$ cat src/rtl/cnn_dma_arbiter.sv
// cnn_dma_arbiter: round-robin arbiter and sequencer sharing the single DMA
// read engine among the CNN fetch clients (layer count, layer header, filter,
// image block). One client owns the DMA from grant until its ack pulse.
// Optional WAIT watchdog: define CNN_DMA_ARB_TIMEOUT_EN to enable it; in the
// default build WAIT has no limit and err is tied low.
module cnn_dma_arbiter #(
    parameter int NUM_REQ        = 4,
    parameter int MEM_ADDR_SIZE  = 20,
    parameter int LEN_W          = 8,
    parameter int TIMEOUT_CYCLES = 1023
) (
    input  logic                             clk,
    input  logic                             reset,
    input  logic [NUM_REQ-1:0]               req,
    input  logic [NUM_REQ*MEM_ADDR_SIZE-1:0] req_addr,
    input  logic [NUM_REQ*LEN_W-1:0]         req_len,
    output logic [NUM_REQ-1:0]               grant,
    output logic [NUM_REQ-1:0]               ack,
    output logic [NUM_REQ-1:0]               err,
    output logic                             dma_enable,
    output logic [MEM_ADDR_SIZE-1:0]         dma_address,
    output logic [LEN_W-1:0]                 dma_len,
    input  logic                             dma_op_done,
    output logic                             busy
);
    localparam int PTR_W = $clog2(NUM_REQ);

    typedef enum logic [1:0] {IDLE, ISSUE, WAIT, RESP} state_t;

    state_t                   state, stateNext;
    logic [PTR_W-1:0]         rrPtr, rrPtrNext;
    logic [PTR_W-1:0]         owner, ownerNext;
    logic [NUM_REQ-1:0]       grantNext, ackNext;
    logic                     enableNext, busyNext;
    logic [MEM_ADDR_SIZE-1:0] addrNext;
    logic [LEN_W-1:0]         lenNext;

    logic                     pickValid;
    logic [PTR_W-1:0]         pickIdx;
    logic [PTR_W-1:0]         scanIdx;
    logic [MEM_ADDR_SIZE-1:0] pickAddr;
    logic [LEN_W-1:0]         pickLen;

`ifdef CNN_DMA_ARB_TIMEOUT_EN
    localparam int TMR_W = $clog2(TIMEOUT_CYCLES + 1);
    logic [TMR_W-1:0]         waitCnt, waitCntNext;
    logic [NUM_REQ-1:0]       errNext;
`endif

    // Round-robin pick: first requester at or after rrPtr, wrapping at NUM_REQ,
    // plus a mux of that client's address and length.
    always_comb begin
        pickValid = 1'b0;
        pickIdx   = '0;
        scanIdx   = '0;
        pickAddr  = '0;
        pickLen   = '0;
        for (int i = 0; i < NUM_REQ; i++) begin
            scanIdx = PTR_W'((int'(rrPtr) + i) % NUM_REQ);
            if (!pickValid && req[scanIdx]) begin
                pickValid = 1'b1;
                pickIdx   = scanIdx;
            end
        end
        for (int i = 0; i < NUM_REQ; i++) begin
            if (pickIdx == PTR_W'(i)) begin
                pickAddr = req_addr[i*MEM_ADDR_SIZE +: MEM_ADDR_SIZE];
                pickLen  = req_len[i*LEN_W +: LEN_W];
            end
        end
    end

    // Next-state and next-output logic; every output is registered.
    always_comb begin
        stateNext  = state;
        rrPtrNext  = rrPtr;
        ownerNext  = owner;
        grantNext  = grant;
        ackNext    = '0;
        enableNext = 1'b0;
        addrNext   = dma_address;
        lenNext    = dma_len;
`ifdef CNN_DMA_ARB_TIMEOUT_EN
        errNext     = '0;
        waitCntNext = waitCnt;
`endif
        case (state)
            IDLE: begin
                if (pickValid) begin
                    ownerNext = pickIdx;
                    grantNext = NUM_REQ'(1) << pickIdx;
                    addrNext  = pickAddr;
                    lenNext   = pickLen;
                    // A zero-length fetch never touches the DMA.
                    if (pickLen != '0) begin
                        stateNext  = ISSUE;
                        enableNext = 1'b1;
                    end else begin
                        stateNext = RESP;
                        ackNext   = NUM_REQ'(1) << pickIdx;
                    end
                end
            end
            ISSUE: begin
                stateNext = WAIT;
`ifdef CNN_DMA_ARB_TIMEOUT_EN
                waitCntNext = '0;
`endif
            end
            WAIT: begin
                if (dma_op_done) begin
                    stateNext = RESP;
                    ackNext   = grant;
                end
`ifdef CNN_DMA_ARB_TIMEOUT_EN
                else if (waitCnt == TMR_W'(TIMEOUT_CYCLES - 1)) begin
                    stateNext = RESP;
                    ackNext   = grant;
                    errNext   = grant;
                end else begin
                    waitCntNext = waitCnt + 1'b1;
                end
`endif
            end
            RESP: begin
                stateNext = IDLE;
                grantNext = '0;
                rrPtrNext = (owner == PTR_W'(NUM_REQ - 1)) ? '0 : owner + 1'b1;
            end
            default: stateNext = IDLE;
        endcase
        busyNext = (stateNext != IDLE);
    end

    // State and output registers; reset aborts any transfer without an ack.
    always_ff @(posedge clk or posedge reset) begin
        if (reset) begin
            state       <= IDLE;
            rrPtr       <= '0;
            owner       <= '0;
            grant       <= '0;
            ack         <= '0;
            dma_enable  <= 1'b0;
            dma_address <= '0;
            dma_len     <= '0;
            busy        <= 1'b0;
`ifdef CNN_DMA_ARB_TIMEOUT_EN
            err         <= '0;
            waitCnt     <= '0;
`endif
        end else begin
            state       <= stateNext;
            rrPtr       <= rrPtrNext;
            owner       <= ownerNext;
            grant       <= grantNext;
            ack         <= ackNext;
            dma_enable  <= enableNext;
            dma_address <= addrNext;
            dma_len     <= lenNext;
            busy        <= busyNext;
`ifdef CNN_DMA_ARB_TIMEOUT_EN
            err         <= errNext;
            waitCnt     <= waitCntNext;
`endif
        end
    end

`ifndef CNN_DMA_ARB_TIMEOUT_EN
    assign err = '0;
`endif

endmodule

$ cat config.mk
export PLATFORM = sky130hd
export DESIGN_NAME = cnn_dma_arbiter
export DESIGN_NICKNAME = d
export VERILOG_FILES = /design/src/rtl/cnn_dma_arbiter.sv
export SDC_FILE = /design/constraint.sdc
export NUM_CORES = 1
export LEC_CHECK = 0
export CORE_ASPECT_RATIO = 1.1
export CORE_MARGIN = 5
export CORE_UTILIZATION = 38
export CTS_CLUSTER_DIAMETER = 100
export DETAILED_ROUTE_END_ITERATION = 6
export GPL_TIMING_DRIVEN = 0
export PLACE_DENSITY = 0.83
export SYNTH_ARGS = -nofsm -noshare
export SYNTH_HDL_FRONTEND = slang
export SYNTH_SLANG_ARGS = --single-unit
export TNS_END_PERCENT = 50
$ cat constraint.sdc
create_clock -name clk -period 2.7 [get_ports clk]
set_input_delay 0.54 -clock clk [delete_from_list [all_inputs] [get_ports clk]]
set_output_delay 0.54 -clock clk [all_outputs]
set_load 0.02 [all_outputs]
==> Word level (Yosys, flattened, before mapping) <==
Cells that the tools add are included.
{ "classes": {"magnitude_cmp": 4, "n_addsub": 4, "shifts": 1, "eq_ne": 8, "n_mul": 0, "n_mux": 38, "n_reduce_logical": 13, "n_bitwise": 0, "div": 0} }
{ "op_table": {"columns": ["op", "n"], "rows": [
  ["$mux W20", 4],
  ["$mux W8", 4],
  ["$mux W2", 8],
  ["$mux W4", 4],
  ["$pmux W4 S2", 2],
  ["$lt A2 B3 Y1 const B", 4],
  ["$mux W1", 11],
  ["$eq A2 B2 Y1 const B", 5],
  ["$bmux W1 S2", 4],
  ["$pmux W2 S4", 1],
  ["$reduce_bool A8 Y1", 1],
  ["$add A2 B1 Y2 const B", 2],
  ["$add A2 B2 Y2 const B", 2],
  ["$eq A2 B1 Y1 const B", 2],
  ["$logic_not A2 Y1", 2],
  ["$reduce_and A2 Y1", 2],
  ["$reduce_bool A2 Y1", 2],
  ["$shl A1 B2 Y4 const A", 1],
  ["$logic_and A1 B1 Y1", 3],
  ["$logic_not A1 Y1", 3],
  ["$ne A2 B2 Y1 const B", 1]
]} }
{ "word_totals": {"ff_bits": 44, "latch_bits": 0, "n_memories": 0, "rom_bits": 0, "out_inout_bits": 42, "in_bits": 119, "ramBits": 0, "elab_cells": 77} }

==> Depth between registers and ports, before layout <==
{ "logic_depth": {"word_depth": 22, "ltp_mapped": 12, "depth_no_buf": 8} }

==> Worst setup path after synthesis <==
OpenSTA, ideal clock, no wires.
{ "synth_timing": {"path_kind": "in2reg", "from": "input port req[1]", "to": "register ack[0]", "setup_time_ps": 122, "path_buffers": 3, "cell_stages": 11, "path_slack_ps": 347, "required_ps": 2578, "arrival_time_ps": 2231, "cell_sequence": "nand2b_1 a21oi_2 o32a_1 buf_6 buf_12 mux2i_1 mux2_2 nand4_1 and4b_1 buf_6 a32o_1"} }
{ "synth_between": {"elab_chain_cells": 21} }
{ "synth_rtl": {"columns": ["element", "line", "text"], "rows": [
  ["start: declaration", "14", "input logic [NUM_REQ-1:0] req,"],
  ["$bmux W1 S2", "60", "if (!pickValid && req[scanIdx]) begin"],
  ["$mux W1 (implied by the code)", "60", null],
  ["$mux W1", "60", null],
  ["$logic_not A1 Y1", "60", null],
  ["$logic_and A1 B1 Y1", "60", null],
  ["$mux W1", "60", null],
  ["$logic_not A1 Y1", "60", null],
  ["$logic_and A1 B1 Y1", "60", null],
  ["[3 not listed]", null, null],
  ["$mux W2", "60", null],
  ["$logic_not A2 Y1", "66", "if (pickIdx == PTR_W'(i)) begin"],
  ["$mux W8 (4 in series)", "66", null],
  ["$reduce_bool A8 Y1", "95", "if (pickLen != '0) begin"],
  ["$mux W4", "95", null],
  ["$mux W4 *", "89", "if (pickValid) begin"],
  ["$pmux W4 S2 *", "87", "case (state)"],
  ["named net ackNext[0]", "33", "logic [NUM_REQ-1:0] grantNext, ackNext;"],
  ["end signal: assignment", "156", "ack <= ackNext;"],
  ["end: declaration", "18", "output logic [NUM_REQ-1:0] ack,"]
]} }
Mark *: on every way through the listed nets, which the timed path passes. The rest lies on a longest branch. The select of a mux whose other input is x is not followed.
A chain may end at the register's enable or synchronous reset.

==> Worst setup path after layout <==
{ "layout_timing": {"from": "input port req[2]", "to": "register ack[2]"} }
Same word-level chain as after synthesis.

==> flow_summary.ini <==
[synth]
async_reset_ff_share_pct = 100
synth_top_area_share_pct = 40.3
ys_ff_latch = 44
netlist_area_mm2 = 0.00274
synth.distinct_cells = 31
synth_edf_count = 0
synth_area_leaders = dfrtp_1 (40%), nand2_1 (20%), o21ai_0 (10%)
yosysSeqAreaShare_pct = 40.3
synth_area_leader_cell = dfrtp_1
ys.flop_type = dfrtp_1
netlist_instances = 370
syn_area_per_cell_um2 = 7.39
ys_warn_count = 0

[worst_setup_path]
reg2reg_to = ack[2]$_DFF_PP0_
cp-end-kind = flop
crit_top_cell = buf_6
r2r_cells = 11
reg2reg_from = rrPtr[1]$_DFFE_PP0P_
cp.required_ns = 2.90
setup.worst_path.end = ack[2]$_DFF_PP0_
cp-start-kind = input pin
crit_arrival_ns = 2.80
slowest_stage = clkdlybuf4s50_1
critPathLaunch = req[2]
path_max_fanout = 10
slowest_delay_ns = 0.46
crit_type = input pin to flop
path_cells = clkdlybuf4s50_1 > nand2b_4 > a21oi_2 > o32a_1 > buf_6 > buf_12 > mux2i_1 > mux2_2 > nand4_1 > and4b_1 > buf_6 > a32o_1
reg2reg_slack_ns = 0.39

[finish]
mostFrequentLayoutCells = clkdlybuf4s50_1 (154), nand2_1 (149), o21ai_0 (57)
seqCellArea_mm2 = 0.00110
nets = 661
final_cells = 624
n_antenna_cell = 0
n_fill_cell = 623
area_growth_pct = 67.5
mostFrequentLayoutCell = clkdlybuf4s50_1
layout-drive-gt1-share_pct = 7.42
design_area_mm2 = 0.00458
multiInputGateArea_mm2 = 0.00146

[power]
p_sw_share_pct = 44.6
power_switching_mw = 1.92
vdd_ir_drop_max_mv = 0.526
pwr-share-seq_pct = 26.0
p_per_area_mw_per_mm2 = 941
p_clk_share_pct = 11.8
p_int_mw = 2.39
static-leakage-power_nw = 2.07
combPwrFrac_pct = 62.2

[sta]
period_needed_ns = 2.61
fin_tns_setup_ns = 0
relSlewSlack_pct = 55.5
fmaxAchievable_mhz = 384
finalHoldViolations = 0
clock_skew_ns = 0.00807
tightest_slew_ns = 0.668
setup_viol_count_final = 0
fin_crit_sh_pct = 96.5
slew_viol_final = 0
setup_ws_ns = 0.0943

[global_route]
grt_pass1_vias = 3271
track_usage_pct = 21.0
grt_max_degree = 24
grt_pass1_wl_mm = 15.5
antenna_found_initial = 0
grt-ovfl-total = 0

[floorplanning]
die_x_um = 90.9
boundaryPins = 161
die-area_mm2 = 0.00900
core_area_mm2 = 0.00701
start_util_pct = 39.0
rows = 32
die_h_um = 99.0

[detailed_routing]
dr.pass1.iters = 4
vias = 3145
drcViolationCount = 0
routed_wl_mm = 9.73
routed_via_density = 5.04
drt_iter0_drc = 114
drt-wirelength-per-cell_um = 15.6
antenna_left = 0

[clocking]
clk_pin_slew_ns = 0.09
h-tree-depth = 2
cts_tree = yes
cts_root_buf = clkbuf_8
numCtsBuffers = 5
clock_path_buffers = 2
worstSkewPairLatency_ns = 0.30
clock-sinks = 44

[placed_design]
gp_congestion = 0.833
dpl_cell_area_mm2 = 0.00444
pre_cts_slack_ns = -0.416
hpwl_mm = 7.78
placedCellCount = 615
io_buffers = 156

[status]
outcome = finished clean

[flow_run]
maxCapViolCount = 0

[worst_hold_path]
min_path_type = flop to flop
[cell families after synthesis]
group	count (synthesis)	synth area share, %
other cells	1	0.137
flops	44	40.3
fa+ha+maj	4	1.83
buf+inv	36	7.09
mux	17	6.50
simple gates	188	27.5
compound gates	80	16.7
[power by group through the flow]
stage               logic (mW)  clock network (mW)  registers (mW)
finish                    2.68               0.510            1.12
CTS                       2.70               0.520            1.12
detailed placement        2.68                   0            1.13
floorplan                 1.29                   0            1.41
global placement          2.62                   0            1.12
global route              2.97               0.547            1.15
[final cells by class]
cell class | instances | share of cell area [%]
timing repair buffer | 158 | 35.0
clock buffer | 5 | 1.50
clock inverter | 3 | 0.928
tap | 85 | 2.32
buffer | 29 | 3.85
sequential | 44 | 24.0
inverter | 7 | 0.573
multi-input combinational | 293 | 31.8
[sequential cells by signal (all words and copies together), names as in the netlist]
name,flops
dma_address,20
ack,4
dma_enable,1
owner,2
busy,1
state,2
grant,4
rrPtr,2
dma_len,8
[routing by layer]
layer	GRT usage, %	vias to the layer above	wire [um]
met4	6.21	0	206
li1	-	1560	-
met1	24.8	1443	3880
met3	5.27	18	708
met5	0	-	0
met2	37.4	124	4930
[cells in the mapped netlist (all sizes together) (6+ instances only)]
library cell and count:
a21oi 13, clkbuf 15, inv 7, nand2 149
dfrtp 44, nor2 8, buf 14, mux2 6
nand3 23, mux2i 11, o21ai 57
[timing repair]
item,4_1_cts,5_1_grt
buffers inserted,1,0
pin swaps,1,0
resized for setup,0,15
setup endpoints to repair,20,26
hold buffers,0,0
[worst min-delay path by stage]
stage / endpoint / slack [ns] / startpoint / depth (start not counted)
floorplan: owner[1]$_DFFE_PP0P_ / 0.45 / owner[1]$_DFFE_PP0P_ / 2
global placement: dma_address[6]$_DFFE_PP0P_ / 0.46 / dma_address[6]$_DFFE_PP0P_ / 2
detailed placement: dma_len[2]$_DFFE_PP0P_ / 0.47 / dma_len[2]$_DFFE_PP0P_ / 2
CTS: dma_address[10]$_DFFE_PP0P_ / 0.49 / dma_address[10]$_DFFE_PP0P_ / 2
global route: dma_address[2]$_DFFE_PP0P_ / 0.52 / dma_address[2]$_DFFE_PP0P_ / 2
finish: dma_address[10]$_DFFE_PP0P_ / 0.48 / dma_address[10]$_DFFE_PP0P_ / 2
[critical path, delay by kind of cell]
| family | cells | cell delay (ns) |
|---|---|---|
| compound gates | 3 | 0.58 |
| buf+inv | 4 | 0.87 |
| mux | 2 | 0.39 |
| simple gates | 3 | 0.40 |
[through the flow]
| stage | power [mW] | hold WS, ns | util (%) |
|---|---|---|---|
| 2_1_floorplan | 2.69 | 0.454 | - |
| 3_3_place_gp | 3.73 | 0.463 | 63.0 |
| 3_5_place_dp | 3.81 | 0.469 | 63.4 |
| 4_1_cts | 4.34 | 0.488 | 65.1 |
| 5_1_grt | 4.67 | 0.519 | 65.4 |
| 6_report | 4.31 | 0.483 | 65.4 |
(Power assumes the default switching activity.)
